<file path="config.mk">
export PLATFORM = sky130hd
export DESIGN_NAME = bht_maint_ctrl_flat
export DESIGN_NICKNAME = d
export VERILOG_FILES = /design/src/rtl/bht_maint_ctrl_pkg.sv /design/src/rtl/bht_maint_ctrl_if.sv /design/src/rtl/bht_maint_ctrl_fifo.sv /design/src/rtl/bht_maint_ctrl.sv /design/src/flat_wrapper.sv
export SDC_FILE = /design/constraint.sdc
export NUM_CORES = 1
export LEC_CHECK = 0
export ABC_AREA = 1
export ABC_CLOCK_PERIOD_IN_PS = 2100
export CAP_MARGIN = 20
export CORE_MARGIN = 3
export CORE_UTILIZATION = 30
export DETAILED_ROUTE_END_ITERATION = 7
export DONT_BUFFER_PORTS = 1
export GPL_ROUTABILITY_DRIVEN = 0
export GPL_TIMING_DRIVEN = 0
export PLACE_DENSITY_LB_ADDON = 0.1
export SYNTH_ARGS = -nofsm -noshare
export SYNTH_HDL_FRONTEND = slang
export SYNTH_SLANG_ARGS = --single-unit
export TNS_END_PERCENT = 30
</file>
<file path="constraint.sdc">
create_clock -name i_clk -period 2.1 [get_ports i_clk]
set_clock_uncertainty 0.2 [all_clocks]
set_input_delay 0.315 -clock i_clk [delete_from_list [all_inputs] [get_ports i_clk]]
set_output_delay 0.315 -clock i_clk [all_outputs]
set_load 0.01 [all_outputs]
</file>
<file path="src/rtl/bht_maint_ctrl_pkg.sv">
// Shared types for the BHT maintenance controller.
//   BHT_IDX_W      : default BHT index width (2**BHT_IDX_W entries)
//   bht_ctr_t      : 2-bit saturating counter encoding, BHT_INIT_STATE = WNT
//   bht_upd_t      : buffered branch update {idx, taken}
//   maint_state_t  : controller FSM state
package bp_pkg;

  localparam int BHT_IDX_W = 10;

  typedef enum logic [1:0] {
    SNT = 2'b00,
    WNT = 2'b01,
    WT  = 2'b10,
    ST  = 2'b11
  } bht_ctr_t;

  localparam bht_ctr_t BHT_INIT_STATE = WNT;

  typedef struct packed {
    logic [BHT_IDX_W-1:0] idx;
    logic                 taken;
  } bht_upd_t;

  typedef enum logic [1:0] {
    INIT  = 2'd0,
    RUN   = 2'd1,
    FLUSH = 2'd2
  } maint_state_t;

endpackage

</file>
<file path="src/rtl/bht_maint_ctrl_if.sv">
// Branch-update / BHT write-port bundle for bht_maint_ctrl.
//   master : EX stage + BHT side (drives i_*, observes o_*)
//   slave  : the controller (observes i_*, drives o_*)
//   i_upd_valid/i_upd_pc/i_upd_taken : resolved branch from EX
//   i_flush_req                      : re-initialise the whole table
//   i_bht_ready                      : BHT write port free this cycle
//   o_bht_wen/o_bht_idx/o_bht_init/o_bht_taken : BHT write port
//   o_pred_en, o_busy                : prediction gate, sweep in progress
interface bht_maint_ctrl_if #(
  parameter int IDX_W = bp_pkg::BHT_IDX_W
);
  logic             i_upd_valid;
  logic [31:0]      i_upd_pc;
  logic             i_upd_taken;
  logic             i_flush_req;
  logic             i_bht_ready;
  logic             o_bht_wen;
  logic [IDX_W-1:0] o_bht_idx;
  logic             o_bht_init;
  logic             o_bht_taken;
  logic             o_pred_en;
  logic             o_busy;

  modport master (
    output i_upd_valid, i_upd_pc, i_upd_taken, i_flush_req, i_bht_ready,
    input  o_bht_wen, o_bht_idx, o_bht_init, o_bht_taken, o_pred_en, o_busy
  );

  modport slave (
    input  i_upd_valid, i_upd_pc, i_upd_taken, i_flush_req, i_bht_ready,
    output o_bht_wen, o_bht_idx, o_bht_init, o_bht_taken, o_pred_en, o_busy
  );
endinterface

</file>
<file path="src/rtl/bht_maint_ctrl_fifo.sv">
// bht_upd_fifo: synchronous FIFO of bht_upd_t, no internal bypass.
//   i_push/i_data : enqueue (accepted when not full, or when popping)
//   i_pop         : dequeue head (ignored when empty)
//   i_clear       : synchronous flush, wins over push/pop
//   o_head        : current head entry
//   o_full/o_empty: occupancy flags
module bht_upd_fifo
  import bp_pkg::*;
#(
  parameter int DEPTH = 4
) (
  input  logic     i_clk,
  input  logic     i_reset_n,
  input  logic     i_push,
  input  logic     i_pop,
  input  logic     i_clear,
  input  bht_upd_t i_data,
  output bht_upd_t o_head,
  output logic     o_full,
  output logic     o_empty
);
  localparam int PTR_W = $clog2(DEPTH);

  bht_upd_t         r_mem [DEPTH];
  logic [PTR_W-1:0] r_wr_ptr;
  logic [PTR_W-1:0] r_rd_ptr;
  logic [PTR_W:0]   r_count;
  logic             w_push_ok;
  logic             w_pop_ok;

  assign o_full    = (r_count == (PTR_W+1)'(DEPTH));
  assign o_empty   = (r_count == '0);
  assign w_pop_ok  = i_pop && !o_empty;
  // a full FIFO still takes a push when the head leaves in the same cycle
  assign w_push_ok = i_push && (!o_full || w_pop_ok);
  assign o_head    = r_mem[r_rd_ptr];

  always_ff @(posedge i_clk or negedge i_reset_n) begin
    if (!i_reset_n) begin
      r_wr_ptr <= '0;
      r_rd_ptr <= '0;
      r_count  <= '0;
    end else if (i_clear) begin
      r_wr_ptr <= '0;
      r_rd_ptr <= '0;
      r_count  <= '0;
    end else begin
      if (w_push_ok) r_wr_ptr <= r_wr_ptr + PTR_W'(1);
      if (w_pop_ok)  r_rd_ptr <= r_rd_ptr + PTR_W'(1);
      r_count <= r_count + {{PTR_W{1'b0}}, w_push_ok} - {{PTR_W{1'b0}}, w_pop_ok};
    end
  end

  always_ff @(posedge i_clk) begin
    if (w_push_ok && !i_clear) r_mem[r_wr_ptr] <= i_data;
  end
endmodule

</file>
<file path="src/rtl/bht_maint_ctrl.sv">
// bht_maint_ctrl: sequences the BHT write port.
//   Sweeps all entries to weakly-not-taken after reset and on flush, buffers
//   resolved-branch updates while the port is busy, gates ID prediction.
//   i_clk, i_reset_n : clock, async active-low reset
//   bus (slave)      : update inputs, flush, BHT write port, pred_en, busy
//   o_upd_cnt/o_drop_cnt : only with BHT_PERF_CNT_EN defined
// Optional feature macro: BHT_PERF_CNT_EN (performance counters).
// IDX_W must equal bp_pkg::BHT_IDX_W since bht_upd_t is sized by it.
//
// state | meaning
// INIT  | post-reset sweep, writes WNT to every entry
// RUN   | normal operation, updates written via bypass or FIFO
// FLUSH | flush-requested sweep, identical to INIT
module bht_maint_ctrl
  import bp_pkg::*;
#(
  parameter int IDX_W      = BHT_IDX_W,
  parameter int FIFO_DEPTH = 4
) (
  input logic              i_clk,
  input logic              i_reset_n,
  bht_maint_ctrl_if.slave  bus
`ifdef BHT_PERF_CNT_EN
  ,
  output logic [31:0]      o_upd_cnt,
  output logic [31:0]      o_drop_cnt
`endif
);
  localparam logic [IDX_W-1:0] LAST_IDX = '1;

  maint_state_t     r_state, w_state_nxt;
  logic [IDX_W-1:0] r_sweep_idx, w_sweep_idx_nxt;
  logic [IDX_W-1:0] r_idx_hold;
  logic             r_taken_hold;

  logic             w_sweep, w_run;
  bht_upd_t         w_upd, w_head;
  logic             w_fifo_full, w_fifo_empty;
  logic             w_bypass, w_head_wr, w_push, w_clear, w_wen;
  logic [IDX_W-1:0] w_wr_idx;
  logic             w_wr_taken;
  logic             w_unused_pc;

  assign w_unused_pc = ^{bus.i_upd_pc[31:IDX_W+2], bus.i_upd_pc[1:0]};

  assign w_sweep   = (r_state != RUN);
  assign w_run     = !w_sweep;
  assign w_upd     = '{idx: bus.i_upd_pc[IDX_W+1:2], taken: bus.i_upd_taken};
  // an update coinciding with a flush is stale and must not reach the table
  assign w_bypass  = w_run && bus.i_upd_valid && w_fifo_empty && bus.i_bht_ready && !bus.i_flush_req;
  assign w_head_wr = w_run && !w_fifo_empty && bus.i_bht_ready;
  assign w_push    = w_run && bus.i_upd_valid && !w_bypass && !bus.i_flush_req;
  assign w_clear   = w_run && bus.i_flush_req;
  // reset gates the strobe directly so it drops without waiting for a clock
  assign w_wen     = i_reset_n && (w_sweep ? bus.i_bht_ready : (w_head_wr || w_bypass));

  always_comb begin
    w_wr_idx   = r_sweep_idx;
    w_wr_taken = 1'b0;
    if (w_run) begin
      w_wr_idx   = w_fifo_empty ? w_upd.idx   : w_head.idx;
      w_wr_taken = w_fifo_empty ? w_upd.taken : w_head.taken;
    end
  end

  assign bus.o_bht_wen   = w_wen;
  assign bus.o_bht_idx   = w_wen ? w_wr_idx : r_idx_hold;
  assign bus.o_bht_taken = w_wen ? w_wr_taken : r_taken_hold;
  assign bus.o_bht_init  = w_sweep;
  assign bus.o_pred_en   = w_run;
  assign bus.o_busy      = w_sweep;

  bht_upd_fifo #(.DEPTH(FIFO_DEPTH)) u_fifo (
    .i_clk     (i_clk),
    .i_reset_n (i_reset_n),
    .i_push    (w_push),
    .i_pop     (w_head_wr),
    .i_clear   (w_clear),
    .i_data    (w_upd),
    .o_head    (w_head),
    .o_full    (w_fifo_full),
    .o_empty   (w_fifo_empty)
  );

  always_comb begin
    w_state_nxt     = r_state;
    w_sweep_idx_nxt = r_sweep_idx;
    case (r_state)
      RUN: begin
        if (bus.i_flush_req) begin
          w_state_nxt     = FLUSH;
          w_sweep_idx_nxt = '0;
        end
      end
      default: begin
        if (bus.i_flush_req) begin
          w_state_nxt     = FLUSH;
          w_sweep_idx_nxt = '0;
        end else if (bus.i_bht_ready) begin
          w_sweep_idx_nxt = r_sweep_idx + IDX_W'(1);
          if (r_sweep_idx == LAST_IDX) w_state_nxt = RUN;
        end
      end
    endcase
  end

  always_ff @(posedge i_clk or negedge i_reset_n) begin
    if (!i_reset_n) begin
      r_state      <= INIT;
      r_sweep_idx  <= '0;
      r_idx_hold   <= '0;
      r_taken_hold <= 1'b0;
    end else begin
      r_state     <= w_state_nxt;
      r_sweep_idx <= w_sweep_idx_nxt;
      if (w_wen) begin
        r_idx_hold   <= w_wr_idx;
        r_taken_hold <= w_wr_taken;
      end
    end
  end

`ifdef BHT_PERF_CNT_EN
  logic w_drop;
  assign w_drop = bus.i_upd_valid &&
                  (w_sweep || (w_push && w_fifo_full && !w_head_wr));

  always_ff @(posedge i_clk or negedge i_reset_n) begin
    if (!i_reset_n) begin
      o_upd_cnt  <= '0;
      o_drop_cnt <= '0;
    end else begin
      if (w_wen && w_run) o_upd_cnt  <= o_upd_cnt + 32'd1;
      if (w_drop)         o_drop_cnt <= o_drop_cnt + 32'd1;
    end
  end
`endif
endmodule

</file>
<file path="src/flat_wrapper.sv">
// flat-port wrapper written by rule: the top's interface ports become plain ports
module bht_maint_ctrl_flat import bp_pkg::*;
#(
  parameter int IDX_W      = BHT_IDX_W,
  parameter int FIFO_DEPTH = 4
)
  (i_clk, i_reset_n, bus_i_upd_valid, bus_i_upd_pc, bus_i_upd_taken, bus_i_flush_req, bus_i_bht_ready, bus_o_bht_wen, bus_o_bht_idx, bus_o_bht_init, bus_o_bht_taken, bus_o_pred_en, bus_o_busy);
  bht_maint_ctrl_if #(.IDX_W(IDX_W)) bus_i ();
  input logic i_clk;
  input logic i_reset_n;
  input wire logic [$bits(bus_i.i_upd_valid)-1:0] bus_i_upd_valid;
  input wire logic [$bits(bus_i.i_upd_pc)-1:0] bus_i_upd_pc;
  input wire logic [$bits(bus_i.i_upd_taken)-1:0] bus_i_upd_taken;
  input wire logic [$bits(bus_i.i_flush_req)-1:0] bus_i_flush_req;
  input wire logic [$bits(bus_i.i_bht_ready)-1:0] bus_i_bht_ready;
  output wire logic [$bits(bus_i.o_bht_wen)-1:0] bus_o_bht_wen;
  output wire logic [$bits(bus_i.o_bht_idx)-1:0] bus_o_bht_idx;
  output wire logic [$bits(bus_i.o_bht_init)-1:0] bus_o_bht_init;
  output wire logic [$bits(bus_i.o_bht_taken)-1:0] bus_o_bht_taken;
  output wire logic [$bits(bus_i.o_pred_en)-1:0] bus_o_pred_en;
  output wire logic [$bits(bus_i.o_busy)-1:0] bus_o_busy;
  assign bus_i.i_upd_valid = bus_i_upd_valid;
  assign bus_i.i_upd_pc = bus_i_upd_pc;
  assign bus_i.i_upd_taken = bus_i_upd_taken;
  assign bus_i.i_flush_req = bus_i_flush_req;
  assign bus_i.i_bht_ready = bus_i_bht_ready;
  assign bus_o_bht_wen = bus_i.o_bht_wen;
  assign bus_o_bht_idx = bus_i.o_bht_idx;
  assign bus_o_bht_init = bus_i.o_bht_init;
  assign bus_o_bht_taken = bus_i.o_bht_taken;
  assign bus_o_pred_en = bus_i.o_pred_en;
  assign bus_o_busy = bus_i.o_busy;
  bht_maint_ctrl #(.IDX_W(IDX_W), .FIFO_DEPTH(FIFO_DEPTH)) u_core (.i_clk(i_clk), .i_reset_n(i_reset_n), .bus(bus_i));
endmodule
</file>
==> summary.txt <==
Die Wd = 117.8 um
Complex-gate fraction of the synthesized area = 2.437%
Worst Tran Pin Value = 0.4399 ns
Internal cell power = 2.861 mW
Initial Utilization = 30.94%
Drt first pass iters = 5
Syn Area/Cell = 8.478 um2
YS warnings = 0
Total grt overflow = 0
Setup CP Type = register to register
Synthesized-area fraction occupied by adder cells = 2.871%
CTS buffer count = 9
Maxcap violations = 0
Htree depth = 3
Drt wl/cell = 15.11 um
Reg clk slew, reported paths = 0.06 ns
Via count = 2860
Post-route clock period utilization = 107.2%
Slew margin rel. = 70.64%
Largest cells by area after synthesis = edfxtp_1, dfrtp_1, nand2_1, inv_1, nand3_1
First-pass GRT wire length = 15770 um
Reg-to-Reg End = u_core.u_fifo.r_count[1]$_DFF_PN0_
Post-synthesis mux area share = 0%
Comb pwr share = 16.0%
Post-layout min period = 2.250 ns
Final Power = 3.839 mW
Leakage = 2.433 nW
Fin. max-slew vios = 0
Seq/Total Area, Yosys = 55.29%
Peak VDD IR = 0.0002740 V
Post-layout util = 41.15%
Cell count of the worst hold path = 4
Synth Net Count = 488
Clk sink count = 74
Die Y = 117.8 um
DR DRC count = 0
Clock power share = 42.5%
TritonCTS clock tree = built
Drt via density = 4.301
Core Rows = 40
Io pins = 53
Setup ws final = -0.1502 ns
Post-DRT Antenna Nets = 0
Top Metal Used = met4
XOR/XNOR Fraction of Synth Area = 0.2337%
# setup viols final = 13
Startpoint types = register
Synthesized cell area = 3747 um2
Area share of the largest cell type after synthesis = 35.26%
Detailed placement HPWL = 6498 um
DRT Wirelength = 10050 um
Crit end category = register
CP required = 2.13 ns
Synth-to-Final Area Change = 32.99%
Met2 wire length = 4752 um
Largest net degree at the start of global routing = 31
Final hold viol count = 0
Antenna diodes = 0
Number of instances in the placed design = 613
DRT met1 WL = 4738 um
Cells after Synth = 442
Failing checks = setup timing
Worst hold path type = primary input to register
FF+latch count, synth = 74
Synth Area in Simple Gates = 28.41%
Finished Layout Cells = 665
Core area = 12110 um2
Worst Hold Endpoint = u_core.r_state[0]$_DFFE_PN0P_
Arr. time, crit path = 2.28 ns
Yosys cell types = 25
Flop2flop setup slack = -0.15 ns
RSZ-0062 raised after global routing = yes
Main combinational cell family by area after synthesis = simple AND/OR/NAND/NOR gates
Reg-to-reg startpoint = u_core.u_fifo.r_count[0]$_DFF_PN0_
GRT Util Overall = 14.85%
Vias in the first global route = 2846
Clock buffer depth = 2
Net Switching = 0.9776 mW
Seq pwr share = 41.5%
Synth area leader = edfxtp_1
Layout cells sized above 1 = 23.34%
Root buffer cell = clkbuf_16
Clock Latency Late Sink = 0.34 ns
Pwr dens = 770.3 nW/um2
Worst Path Max Fanout = 6
F_max = 444.4 MHz
Initial DRC count = 183
Setup crit start = u_core.u_fifo.r_count[0]$_DFF_PN0_
Reg2Reg Depth = 11
Worst Hold Launch = bus_i_bht_ready
Die area = 13870 um2
Status = complete, but fails checks
Switching part of the total = 25.47%
Routed met3 length = 457 um
Count of input and output buffers = 0
Final nets = 538
Initial antenna violation count = 0
[timing repair]
item | CTS | global route
pin swaps | 10 | 11
gates cloned | 0 | 2
hold buffers | 15 | 0
endpoints found under the hold margin | 79 | 0
resized for setup | 49 | 39
endpoints found under the setup margin | 50 | 38
setup buffers | 12 | 7
[cell usage after synthesis]
cell type,count
buf_4,3
a21oi_1,7
inv_2,3
ha_1,7
nand2_2,3
buf_6,1
o21a_1,1
clkbuf_1,1
xnor2_1,1
fa_1,1
buf_1,1
nand2_4,3
dfrtp_1,30
nor2_2,2
nand3b_1,10
inv_1,80
nor2_1,21
nand2_1,152
a21boi_1,1
buf_2,10
nor2_8,1
nand3_1,51
edfxtp_1,44
a31oi_1,1
o21ai_0,7
[state kept, by name, summed over array words and instances (netlist names)]
signal and flops:
u_core.u_fifo.r_rd_ptr 2, u_core.r_idx_hold 10, u_core.u_fifo.r_wr_ptr 2, u_core.r_taken_hold 1, u_core.u_fifo.r_count 3, u_core.u_fifo.r_mem 44, u_core.r_state 2, u_core.r_sweep_idx 10
[metal layers]
metal,vias up,GRT usage [%]
li1,1477,-
met1,1327,19.97
met2,50,23.07
met3,6,3.508
met4,0,6.081
met5,-,0
[power by group through the flow]
stage	Clock [mW]	Sequential [mW]	Combinational, mW
floorplan	0	1.62	0.279
global placement	0	1.62	0.381
detailed placement	0	1.63	0.384
CTS	1.66	1.59	0.551
global route	1.73	1.59	0.674
finish	1.63	1.59	0.615
[worst max-delay path: stages (launching register included)]
cell and delay, ns:
dfrtp_2 0.42, nor2_4 0.20, nand2_4 0.11, nand3_4 0.10, nand3_4 0.09, nand2_4 0.11, ha_4 0.21, inv_2 0.06
ha_4 0.12, fa_2 0.42, nand2_1 0.07, inv_1 0.04
[how the worst max path moves through the flow]
stage	to	slack, ns	depth (start not counted)
6_report	u_core.u_fifo.r_count[1]$_DFF_PN0_	-0.15	11
3_5_place_dp	u_core.u_fifo.r_mem[0][6]$_DFFE_PP_	-0.36	6
5_1_grt	bus_o_bht_idx[4]	-0.24	10
2_1_floorplan	u_core.u_fifo.r_count[1]$_DFF_PN0_	-0.09	11
3_3_place_gp	u_core.u_fifo.r_mem[3][4]$_DFFE_PP_	-0.47	6
4_1_cts	u_core.u_fifo.r_count[1]$_DFF_PN0_	-0.15	10
[cells in the final DEF, fill, tap and decap left out, drive strengths merged]
master / count
nand2: 158
inv: 83
nand3: 51
edfxtp: 44
buf: 39
dfrtp: 30
nor2: 24
dlygate4sd3: 14
clkbuf: 11
nand3b: 10
o21ai: 7
a21oi: 7
ha: 7
clkinv: 5
bufinv: 2
a21boi: 1
xnor2: 1
a31oi: 1
o21a: 1
fa: 1
[per-stage QoR]
stage | setup slack (ns) | hold slack [ns] | instance area [um2] | TNS (ns)
floorplan | -0.09314 | -0.1806 | 3796 | -0.1706
global placement | -0.4666 | -0.1797 | 4006 | -18.98
detailed placement | -0.3568 | -0.1797 | 4040 | -7.510
CTS | -0.1477 | 0.04616 | 4745 | -2.372
global route | -0.2447 | 0.07144 | 4984 | -2.568
finish | -0.1502 | 0.05239 | 4984 | -1.446
[cell type report]
class                   count  area, um2
flip-flops and latches     74       2074
plain buffers              16      176.4
well taps                 168      210.2
repair buffers             39      386.6
clock buffers               9      225.2
fillers                  1225       7128
inverters                  83      321.6
clock inverters             7      83.83
multi-input cells         269       1505
[kinds of logic after synthesis]
family	count (synthesis)
compound gates	17
xor+xnor	1
fa+ha+maj	8
buf+inv	99
flops	74
simple gates	243
Power figures use the tool's default switching activity.
